$ cat config.mk
export PLATFORM = sky130hd
export DESIGN_NAME = wormhole_out_arbiter_flat
export DESIGN_NICKNAME = d
export VERILOG_FILES = /design/src/rtl/noc_flit_pkg.sv /design/src/rtl/wormhole_out_arbiter_if.sv /design/src/rtl/rr_arbiter.sv /design/src/rtl/sync_cell.sv /design/src/rtl/wormhole_out_arbiter.sv /design/src/flat_wrapper.sv
export SDC_FILE = /design/constraint.sdc
export NUM_CORES = 1
export LEC_CHECK = 0
export CORE_MARGIN = 1.5
export CORE_UTILIZATION = 48
export CTS_BUF_LIST = sky130_fd_sc_hd__clkbuf_4 sky130_fd_sc_hd__clkbuf_8
export DETAILED_ROUTE_END_ITERATION = 16
export PLACE_DENSITY = 0.93
export SYNTH_ARGS = -nofsm -noshare
export SYNTH_HDL_FRONTEND = slang
export SYNTH_SLANG_ARGS = --single-unit
$ cat constraint.sdc
create_clock -name clk -period 3.89 [get_ports clk]
set_input_delay 1.167 -clock clk [delete_from_list [all_inputs] [get_ports clk]]
set_output_delay 1.167 -clock clk [all_outputs]
set_load 0.005 [all_outputs]
$ cat src/rtl/noc_flit_pkg.sv
// Flit encoding and arbiter state definitions shared by the NoC switch blocks.
package noc_flit_pkg;

    // Flit type lives in data[1:0].
    typedef enum logic [1:0] {
        FlitBody   = 2'b00,
        FlitHead   = 2'b01,
        FlitTail   = 2'b10,
        FlitSingle = 2'b11
    } flit_type_e;

    localparam int unsigned FLIT_TYPE_LSB = 0;
    localparam int unsigned FLIT_TYPE_MSB = 1;

    // Head flit routing fields.
    localparam int unsigned LOC_LSB = 2;
    localparam int unsigned LOC_MSB = 4;
    localparam int unsigned Y_LSB   = 5;
    localparam int unsigned Y_MSB   = 8;
    localparam int unsigned X_LSB   = 9;
    localparam int unsigned X_MSB   = 12;

    typedef enum logic [1:0] {
        StIdle,
        StWaitDw,
        StHold
    } arb_state_e;

    // HEAD and SINGLE both open a packet.
    function automatic logic is_head(input flit_type_e t);
        return (t == FlitHead) || (t == FlitSingle);
    endfunction

    // TAIL and SINGLE both close a packet.
    function automatic logic is_tail(input flit_type_e t);
        return (t == FlitTail) || (t == FlitSingle);
    endfunction

endpackage

$ cat src/rtl/wormhole_out_arbiter_if.sv
// Channel bundle for one switch output port: NUM_IN 2-phase inputs, one 2-phase output.
interface wormhole_out_arbiter_if #(
    parameter int unsigned WORD_WIDTH = 32,
    parameter int unsigned NUM_IN     = 4
);
    logic [NUM_IN-1:0]                 req_in_i;
    logic [NUM_IN-1:0][WORD_WIDTH-1:0] data_in_i;
    logic [NUM_IN-1:0]                 ack_in_o;
    logic                              req_out_o;
    logic [WORD_WIDTH-1:0]             data_out_o;
    logic                              ack_out_i;
    logic [NUM_IN-1:0]                 grant_o;
    logic                              tailpassed_o;
    logic                              err_o;

    // Environment side: upstream buffers and downstream port.
    modport master (
        output req_in_i, data_in_i, ack_out_i,
        input  ack_in_o, req_out_o, data_out_o, grant_o, tailpassed_o, err_o
    );

    // Arbiter side.
    modport slave (
        input  req_in_i, data_in_i, ack_out_i,
        output ack_in_o, req_out_o, data_out_o, grant_o, tailpassed_o, err_o
    );
endinterface

$ cat src/rtl/rr_arbiter.sv
// Combinational round-robin pick: first request after ptr_i, wrapping, wins.
module rr_arbiter #(
    parameter int unsigned NUM_IN = 4,
    parameter int unsigned IdxW   = (NUM_IN > 1) ? $clog2(NUM_IN) : 1
) (
    input  logic [NUM_IN-1:0] req_i,
    input  logic [IdxW-1:0]   ptr_i,
    output logic [NUM_IN-1:0] gnt_o,
    output logic [IdxW-1:0]   idx_o,
    output logic              valid_o
);
    logic [IdxW-1:0] probe;

    // Search ptr_i+1 .. ptr_i+NUM_IN; ptr_i itself is checked last.
    always_comb begin
        gnt_o   = '0;
        idx_o   = '0;
        valid_o = 1'b0;
        probe   = '0;
        for (int unsigned off = 1; off <= NUM_IN; off++) begin
            probe = IdxW'((32'(ptr_i) + off) % NUM_IN);
            if (!valid_o && req_i[probe]) begin
                valid_o      = 1'b1;
                idx_o        = probe;
                gnt_o[probe] = 1'b1;
            end
        end
    end
endmodule

$ cat src/rtl/sync_cell.sv
// Shared multi-flop synchronizer cell for a single asynchronous bit.
module sync_cell #(
    parameter int unsigned STAGES = 2
) (
    input  logic clk,
    input  logic reset,
    input  logic d_i,
    output logic q_o
);
    logic [STAGES-1:0] sync_q;
    logic [STAGES-1:0] sync_d;

    // Shift the raw input one stage deeper each cycle.
    always_comb begin
        sync_d = {sync_q[STAGES-2:0], d_i};
    end

    // Synchronizer chain, cleared by reset.
    always_ff @(posedge clk or posedge reset) begin
        if (reset) begin
            sync_q <= '0;
        end else begin
            sync_q <= sync_d;
        end
    end

    assign q_o = sync_q[STAGES-1];
endmodule

$ cat src/rtl/wormhole_out_arbiter.sv
// Wormhole output arbiter: round-robin on head flits, holds the output until the tail
// flit has been acknowledged downstream. All channels use 2-phase bundled data.
module wormhole_out_arbiter
    import noc_flit_pkg::*;
#(
    parameter int unsigned WORD_WIDTH  = 32,
    parameter int unsigned NUM_IN      = 4,
    parameter int unsigned SYNC_STAGES = 2
) (
    input logic             clk,
    input logic             reset,
    wormhole_out_arbiter_if.slave bus
);
    localparam int unsigned IdxW = (NUM_IN > 1) ? $clog2(NUM_IN) : 1;

    logic [NUM_IN-1:0]     sync_req;
    logic                  sync_ack_out;
    logic [NUM_IN-1:0]     pending;
    logic [NUM_IN-1:0]     cand;
    logic [NUM_IN-1:0]     stray;
    logic                  down_done;
    logic [NUM_IN-1:0]     arb_gnt;
    logic [IdxW-1:0]       arb_idx;
    logic                  arb_valid;

    arb_state_e            state_q, state_d;
    logic [NUM_IN-1:0]     ack_in_q, ack_in_d;
    logic                  req_out_q, req_out_d;
    logic [WORD_WIDTH-1:0] data_out_q, data_out_d;
    logic [NUM_IN-1:0]     grant_q, grant_d;
    logic [IdxW-1:0]       owner_q, owner_d;
    logic [IdxW-1:0]       rr_ptr_q, rr_ptr_d;
    logic                  tailpassed_q, tailpassed_d;
    logic                  err_q, err_d;

    for (genvar i = 0; i < NUM_IN; i++) begin : g_sync_req
        sync_cell #(.STAGES(SYNC_STAGES)) u_sync_req (
            .clk   (clk),
            .reset (reset),
            .d_i   (bus.req_in_i[i]),
            .q_o   (sync_req[i])
        );
    end

    sync_cell #(.STAGES(SYNC_STAGES)) u_sync_ack (
        .clk   (clk),
        .reset (reset),
        .d_i   (bus.ack_out_i),
        .q_o   (sync_ack_out)
    );

    assign pending   = sync_req ^ ack_in_q;
    assign down_done = (sync_ack_out == req_out_q);

    // Split pending inputs into packet openers and flits that arrived without a lock.
    always_comb begin
        cand  = '0;
        stray = '0;
        for (int unsigned i = 0; i < NUM_IN; i++) begin
            if (is_head(flit_type_e'(bus.data_in_i[i][FLIT_TYPE_MSB:FLIT_TYPE_LSB]))) begin
                cand[i]  = pending[i];
            end else begin
                stray[i] = pending[i];
            end
        end
    end

    rr_arbiter #(.NUM_IN(NUM_IN), .IdxW(IdxW)) u_rr_arbiter (
        .req_i   (cand),
        .ptr_i   (rr_ptr_q),
        .gnt_o   (arb_gnt),
        .idx_o   (arb_idx),
        .valid_o (arb_valid)
    );

    // Next-state: lock on a head, forward one flit per downstream round trip, release on tail.
    always_comb begin
        state_d      = state_q;
        ack_in_d     = ack_in_q;
        req_out_d    = req_out_q;
        data_out_d   = data_out_q;
        grant_d      = grant_q;
        owner_d      = owner_q;
        rr_ptr_d     = rr_ptr_q;
        tailpassed_d = 1'b0;
        err_d        = err_q;
        unique case (state_q)
            StIdle: begin
                if (|stray) begin
                    err_d = 1'b1;
                end
                if (arb_valid) begin
                    grant_d    = arb_gnt;
                    owner_d    = arb_idx;
                    data_out_d = bus.data_in_i[arb_idx];
                    req_out_d  = ~req_out_q;
                    state_d    = StWaitDw;
                end
            end
            StWaitDw: begin
                if (down_done) begin
                    ack_in_d[owner_q] = ~ack_in_q[owner_q];
                    if (is_tail(flit_type_e'(data_out_q[FLIT_TYPE_MSB:FLIT_TYPE_LSB]))) begin
                        grant_d      = '0;
                        rr_ptr_d     = owner_q;
                        tailpassed_d = 1'b1;
                        state_d      = StIdle;
                    end else begin
                        state_d = StHold;
                    end
                end
            end
            StHold: begin
                if (pending[owner_q]) begin
                    data_out_d = bus.data_in_i[owner_q];
                    req_out_d  = ~req_out_q;
                    // A second head inside a packet is forwarded but flagged.
                    if (flit_type_e'(bus.data_in_i[owner_q][FLIT_TYPE_MSB:FLIT_TYPE_LSB])
                        == FlitHead) begin
                        err_d = 1'b1;
                    end
                    state_d = StWaitDw;
                end
            end
            default: state_d = StIdle;
        endcase
    end

    // State and output registers; rr_ptr resets to NUM_IN-1 so port 0 is searched first.
    always_ff @(posedge clk or posedge reset) begin
        if (reset) begin
            state_q      <= StIdle;
            ack_in_q     <= '0;
            req_out_q    <= 1'b0;
            data_out_q   <= '0;
            grant_q      <= '0;
            owner_q      <= '0;
            rr_ptr_q     <= IdxW'(NUM_IN - 1);
            tailpassed_q <= 1'b0;
            err_q        <= 1'b0;
        end else begin
            state_q      <= state_d;
            ack_in_q     <= ack_in_d;
            req_out_q    <= req_out_d;
            data_out_q   <= data_out_d;
            grant_q      <= grant_d;
            owner_q      <= owner_d;
            rr_ptr_q     <= rr_ptr_d;
            tailpassed_q <= tailpassed_d;
            err_q        <= err_d;
        end
    end

    assign bus.ack_in_o     = ack_in_q;
    assign bus.req_out_o    = req_out_q;
    assign bus.data_out_o   = data_out_q;
    assign bus.grant_o      = grant_q;
    assign bus.tailpassed_o = tailpassed_q;
    assign bus.err_o        = err_q;
endmodule

$ cat src/flat_wrapper.sv
// flat-port wrapper written by rule: the top's interface ports become plain ports
module wormhole_out_arbiter_flat import noc_flit_pkg::*;
#(
    parameter int unsigned WORD_WIDTH  = 32,
    parameter int unsigned NUM_IN      = 4,
    parameter int unsigned SYNC_STAGES = 2
)
  (clk, reset, bus_req_in_i, bus_data_in_i, bus_ack_out_i, bus_ack_in_o, bus_req_out_o, bus_data_out_o, bus_grant_o, bus_tailpassed_o, bus_err_o);
  wormhole_out_arbiter_if #(.WORD_WIDTH(WORD_WIDTH), .NUM_IN(NUM_IN)) bus_i ();
  input logic clk;
  input logic reset;
  input wire logic [$bits(bus_i.req_in_i)-1:0] bus_req_in_i;
  input wire logic [$bits(bus_i.data_in_i)-1:0] bus_data_in_i;
  input wire logic [$bits(bus_i.ack_out_i)-1:0] bus_ack_out_i;
  output wire logic [$bits(bus_i.ack_in_o)-1:0] bus_ack_in_o;
  output wire logic [$bits(bus_i.req_out_o)-1:0] bus_req_out_o;
  output wire logic [$bits(bus_i.data_out_o)-1:0] bus_data_out_o;
  output wire logic [$bits(bus_i.grant_o)-1:0] bus_grant_o;
  output wire logic [$bits(bus_i.tailpassed_o)-1:0] bus_tailpassed_o;
  output wire logic [$bits(bus_i.err_o)-1:0] bus_err_o;
  assign bus_i.req_in_i = bus_req_in_i;
  assign bus_i.data_in_i = bus_data_in_i;
  assign bus_i.ack_out_i = bus_ack_out_i;
  assign bus_ack_in_o = bus_i.ack_in_o;
  assign bus_req_out_o = bus_i.req_out_o;
  assign bus_data_out_o = bus_i.data_out_o;
  assign bus_grant_o = bus_i.grant_o;
  assign bus_tailpassed_o = bus_i.tailpassed_o;
  assign bus_err_o = bus_i.err_o;
  wormhole_out_arbiter #(.WORD_WIDTH(WORD_WIDTH), .NUM_IN(NUM_IN), .SYNC_STAGES(SYNC_STAGES)) u_core (.clk(clk), .reset(reset), .bus(bus_i));
endmodule
Yosys cells after proc, flatten, opt, wreduce, memory -nomap -nowiden
Index checks and enable logic that the tools add are counted.

Register bits: 59. Input bits: 135. Output and inout port bits: 43. Logic and storage cells: 151.

Add/sub/neg operators: 4. Magnitude comparators: 11. Equal/unequal tests: 20. Mux-type cells: 69. Bitwise operators: 6. Reduce and logical (&&, ||, !) cells: 27.

Operators with widths (number): binary-select mux 32 bit (select 2 bit) (2); 2-to-1 mux 32 bit (4); case mux 32 bit (2 select lines) (1); 2-to-1 mux 1 bit (31); 2-to-1 mux 4 bit (7); < comparator 2 x 3 -> 1 bit (second input constant) (6); 2-to-1 mux 2 bit (8); equality test 2 bit (second input constant) (7); binary-select mux 1 bit (select 2 bit) (6); equality test 2 x 1 -> 1 bit (second input constant) (6); != test 2 x 1 -> 1 bit (second input constant) (6); OR 4 bit (3); demux 1 bit (select 2 bit) (5); greater-or-equal comparator 2 x 1 -> 1 bit (second input constant) (5); AND reduction 3 bit (3); logical AND 1 bit (8); case mux 4 bit (2 select lines) (1); AND reduction 4 bit (2); case mux 2 bit (3 select lines) (1); logical OR 1 bit (5); adder 2 x 1 -> 2 bit (second input constant) (2); adder 2 bit (second input constant) (2); bitwise mux 4 bit (1); case mux 1 bit (2 select lines) (2); 8 further kinds (13).

Logic depth before layout (Yosys ltp)
Word-level depth: 19. Gate-level depth with buffers: 11. Gate-level depth less buffers: 9.

Cells and area by module
A second synthesis with hierarchy kept.

Cell total of the unflattened synthesis: 338. Area, all modules: 4933.5 µm².

Modules (own cells, without submodules): wormhole_out_arbiter (times used 1, cells each 255, area each 4139.0 µm², sequential area each 1228.7 µm²); rr_arbiter (times used 1, cells each 68, area each 525.5 µm², sequential area each 0.0 µm²); sync_cell (times used 5, cells each 3, area each 53.8 µm², sequential area each 50.0 µm²).

Worst setup path after synthesis
OpenSTA, ideal clock, no wires.

Path kind: input to register. From: in bus_data_in_i[0]. To: reg u_core.data_out_q[17], in the netlist u_core.bus.data_out_o[17]. Setup time: 130 ps. Arrival: 2990 ps. Required time: 3760 ps. Slack: 771 ps. Stages on the path: 9. Path buffers: 2. Cell sequence: clkbuf_4 > inv_1 > o32ai_1 > a211oi_2 > o22ai_4 > buf_6 > mux2_2 > a211oi_2 > o22ai_1.

Cells in the longest elaborated chain, start to end: 19. Elaborated cells between the ends (all ways): 32. Classes of those cells: 3 x eq/ne; 21 x mux; 8 x reduce/logical.

RTL lines: from (decl) (line flat_wrapper.sv:13) `input wire logic [$bits(bus_i.data_in_i)-1:0] bus_data_in_i;`; equality test 2 x 1 -> 1 bit / equality test 2 bit (equally long branches) (line noc_flit_pkg.sv:31) `return (t == FlitHead) || (t == FlitSingle);`; logical OR 1 bit (*) (line noc_flit_pkg.sv:31); 2-to-1 mux 1 bit (*) (line wormhole_out_arbiter.sv:60) `if (is_head(flit_type_e'(bus.data_in_i[i][FLIT_TYPE_MSB:FLIT_TYPE_LSB]))) begin`; binary-select mux 1 bit (select 2 bit) (line rr_arbiter.sv:22) `if (!valid_o && req_i[probe]) begin`; 2-to-1 mux 1 bit (implied by the code) (line rr_arbiter.sv:22); 2-to-1 mux 1 bit (line rr_arbiter.sv:22); logical NOT 1 bit (line rr_arbiter.sv:22); logical AND 1 bit (line rr_arbiter.sv:22); [3 not listed]; 2-to-1 mux 1 bit (line rr_arbiter.sv:22); logical NOT 1 bit (line rr_arbiter.sv:22); logical AND 1 bit (line rr_arbiter.sv:22); 2-to-1 mux 2 bit (line rr_arbiter.sv:22); binary-select mux 32 bit (select 2 bit) (line wormhole_out_arbiter.sv:95) `data_out_d = bus.data_in_i[arb_idx];`; 2-to-1 mux 32 bit (implied by the code) (line wormhole_out_arbiter.sv:95); 2-to-1 mux 32 bit (line wormhole_out_arbiter.sv:92) `if (arb_valid) begin`; case mux 32 bit (2 select lines) (line wormhole_out_arbiter.sv:87) `unique case (state_q)`; to (signal assigned) (line wormhole_out_arbiter.sv:145) `data_out_q <= data_out_d;`; to (decl) (line wormhole_out_arbiter.sv:29) `logic [WORD_WIDTH-1:0] data_out_q, data_out_d;`.

Mark *: on every way between the ends. The rest lies on a longest branch, timed or not. The select of a mux whose other input is x is not followed. A chain may end at the register's enable or synchronous reset.

Worst setup path after layout
From: in bus_data_in_i[0]. To: reg u_core.data_out_q[25], in the netlist u_core.bus.data_out_o[25].

The elaborated chain is that of the path after synthesis.

==> results.py <==
metrics = {
    "status": {
        "status": "finished, final reports clean",
    },
    "layout": {
        "fillers": 805,
        "antennaDiodeCount": 0,
        "multi_input_area_um2": 3520,
        "final_common_cell": "clkdlybuf4s50_1",
        "seqCellArea_um2": 1480,
        "final_cell_mix": "clkdlybuf4s50_1, dfrtp_1, nor2_1",
        "drive_gt1_frac": 0.254,
        "area.growth.synth_to_final_pct": 39.1,
        "finalNetCount": 791,
    },
    "route": {
        "routed_wl_um": 16400,
        "drt_iter0_drc": 316,
        "viasPerCell": 6.10,
        "firstDrtPassIters": 6,
        "num_vias": 4840,
        "ant_nets": 0,
        "drcViolationCount": 0,
        "wl_per_cell_um": 20.7,
    },
    "critical_path": {
        "cp_slowest_stage_delay_ns": 0.58,
        "crit_chain": "clkdlybuf4s50_1, inv_1, o32ai_1, a211oi_2, o22ai_4, buf_12, mux2_2, a211oi_2, o22ai_1",
        "path_class": "in2reg",
        "slowest_stage": "clkdlybuf4s50_1",
        "crit_path_end_kind": "register",
        "cp-start-kind": "input pin",
        "worstPathArrival_ns": 3.67,
        "crit_top_cell": "a211oi_2",
        "cp.required_ns": 4.10,
        "r2r_setup_slack_ns": 0.48,
        "critPathMaxFanout": 32,
    },
    "clocking": {
        "cts_tree": "yes",
        "post_cts_buffers": 0,
        "clk_path_buf_depth": 2,
        "cts_hold_buf": 0,
        "worstSkewPairLatency_ns": 0.35,
        "root_buffer": "clkbuf_8",
        "cts_sinks": 59,
        "h-tree-depth": 3,
        "cts_resized": 0,
        "clkSlewWorstSetupHoldPaths_ns": 0.07,
        "numCtsBuffers": 9,
    },
    "grt": {
        "grt_pass1_vias": 5264,
        "grt_remaining_overflow": 0,
        "grt_pass1_wl_um": 26100,
        "grt_use_total": 0.285,
        "antenna_found_initial": 0,
        "grt_max_degree": 39,
    },
    "placement": {
        "portBuffers": 177,
        "hpwl_um": 11700,
        "gp_congestion": 0.831,
    },
    "yosys": {
        "synth-edff-count": 0,
        "synth_ff_type": "dfrtp_1",
        "syn_area_um2": 5340,
        "mappedNetlistNets": 618,
        "synthTopCellsByArea": "dfrtp_1, mux4_4, a211oi_2",
        "yosysTopAreaCell": "dfrtp_1",
        "ys_warn_count": 0,
        "ys_seq_area_frac": 0.277,
        "ys_ff_latch": 59,
        "synth_cell_types": 67,
        "netlist_instances": 475,
        "synthArstFlopShare": 1.00,
        "netlist.area_leader.share": 0.267,
        "synth.avg_cell_area_um2": 11.2,
    },
    "timing": {
        "hold_violations": 0,
        "rsz0062_at_grt": "false",
        "fin_skew_ns": 0.0156,
        "tightest_slew_ns": 0.616,
        "max_slew_margin": 0.590,
        "whs_ns": 0.351,
        "min_period_ns": 3.46,
        "fin_crit_sh": 0.890,
        "final-max-slew-violation-count": 0,
        "setup_violations": 0,
        "fmax_mhz": 289,
        "finalSetupTns_ns": 0,
    },
    "power_and_ir_drop": {
        "irDropWorstVdd_uv": 478,
        "leakage_nw": 2.96,
        "p_per_area_nw_per_um2": 808,
    },
    "die": {
        "dieArea_um2": 11800,
        "io_pins": 178,
        "dieHeight_um": 108,
        "fp.dieW_um": 108,
        "coreArea_um2": 10800,
        "initial_utilization": 0.492,
        "row_count": 38,
    },
    "job": {
        "max_cap_viol_count": 0,
    },
    "hold_path": {
        "min_path_type": "reg2reg",
    },
}
[stage by stage]
stage / power (mW) / instance area, um^2 / setup WS (ns) / instances / util
after floorplan: 4.11 / 5340 / 0.771 / 475 / -
after global placement: 5.13 / 7200 / 0.206 / 777 / 0.664
after detailed placement: 5.30 / 7200 / 0.135 / 777 / 0.664
after CTS: 5.99 / 7420 / 0.481 / 793 / 0.685
after global routing: 6.36 / 7420 / 0.355 / 793 / 0.685
final: 5.99 / 7420 / 0.428 / 793 / 0.685
[final timing paths]
kind | start | endpoint | cells past startpoint
hold reg to reg | u_core.u_sync_ack.sync_q[0]$_DFF_PP0_ | u_core.u_sync_ack.sync_q[1]$_DFF_PP0_ | 0
setup reg to reg | u_core.rr_ptr_q[1]$_DFFE_PP1P_ | u_core.bus.data_out_o[17]$_DFFE_PP0P_ | 9
min in group asynchronous | reset | u_core.state_q[1]$_DFFE_PP0P_ | 2
hold / removal | u_core.u_sync_ack.sync_q[0]$_DFF_PP0_ | u_core.u_sync_ack.sync_q[1]$_DFF_PP0_ | 0
max in group asynchronous | reset | u_core.bus.data_out_o[5]$_DFFE_PP0P_ | 3
setup / recovery | bus_data_in_i[0] | u_core.bus.data_out_o[25]$_DFFE_PP0P_ | 9
[cells in the mapped netlist (all sizes together), types with 3 or more instances]
| library cell | n |
|---|---|
| a211oi | 35 |
| nand2b | 5 |
| and2b | 30 |
| mux2 | 32 |
| xor2 | 5 |
| nand3 | 10 |
| o22ai | 31 |
| mux4 | 34 |
| a221oi | 5 |
| nand3b | 4 |
| nor3 | 3 |
| nand2 | 25 |
| clkbuf | 15 |
| xnor2 | 9 |
| inv | 12 |
| nor2 | 47 |
| o2111ai | 3 |
| dfrtp | 57 |
| a31oi | 3 |
| buf | 18 |
| o21ai | 17 |
| mux2i | 34 |
| ha | 8 |
[layout make-up]
cell class                      count  area share
Inverter                           13     0.00657
Clock buffer                        9      0.0167
Clock inverter                      7      0.0137
Multi-Input combinational cell    367       0.475
Timing Repair Buffer              198       0.265
Tap cell                          140      0.0236
Sequential cell                    59       0.200
[kinds of logic after synthesis]
logic type	after synthesis	synth area share
flip-flops	59	0.277
XOR/XNOR	14	0.0272
multiplexers	100	0.292
buffers and inverters	49	0.0638
AO/OA/AOI/OAI	114	0.188
adder cells (fa/ha/maj)	8	0.0188
AND/OR/NAND/NOR	131	0.133
[critical path: cells and delay by family]
kind,cells,cell delay [ns]
AOI/OAI and AO/OA,5,1.10
buffers and inverters,3,1.00
muxes,1,0.39
[power by group]
| group | total [mW] | switching, mW | internal, mW |
|---|---|---|---|
| combinational | 4.17 | 2.10 | 2.07 |
| clock | 0.658 | 0.293 | 0.365 |
| sequential | 1.17 | 0.273 | 0.896 |
[per-layer routing]
metal | track usage | routed length, um | share of wire | up-vias
li1 | - | - | - | 2180
met5 | 0 | 0 | 0 | -
met3 | 0.0464 | 1270 | 0.077 | 27
met1 | 0.344 | 6470 | 0.39 | 2388
met4 | 0.121 | 334 | 0.020 | 0
met2 | 0.501 | 8360 | 0.51 | 245
[flip-flops by register name, indices dropped and copies added, names as in the netlist]
name,cells
u_core.bus.ack_in_o,4
u_core.bus.data_out_o,32
u_core.bus.err_o,1
u_core.bus.grant_o,4
u_core.bus.req_out_o,1
u_core.bus.tailpassed_o,1
u_core.g_sync_req.u_sync_req.sync_q,8
u_core.owner_q,2
u_core.rr_ptr_q,2
u_core.state_q,2
u_core.u_sync_ack.sync_q,2
No activity file was read; power rests on OpenSTA's default activity.
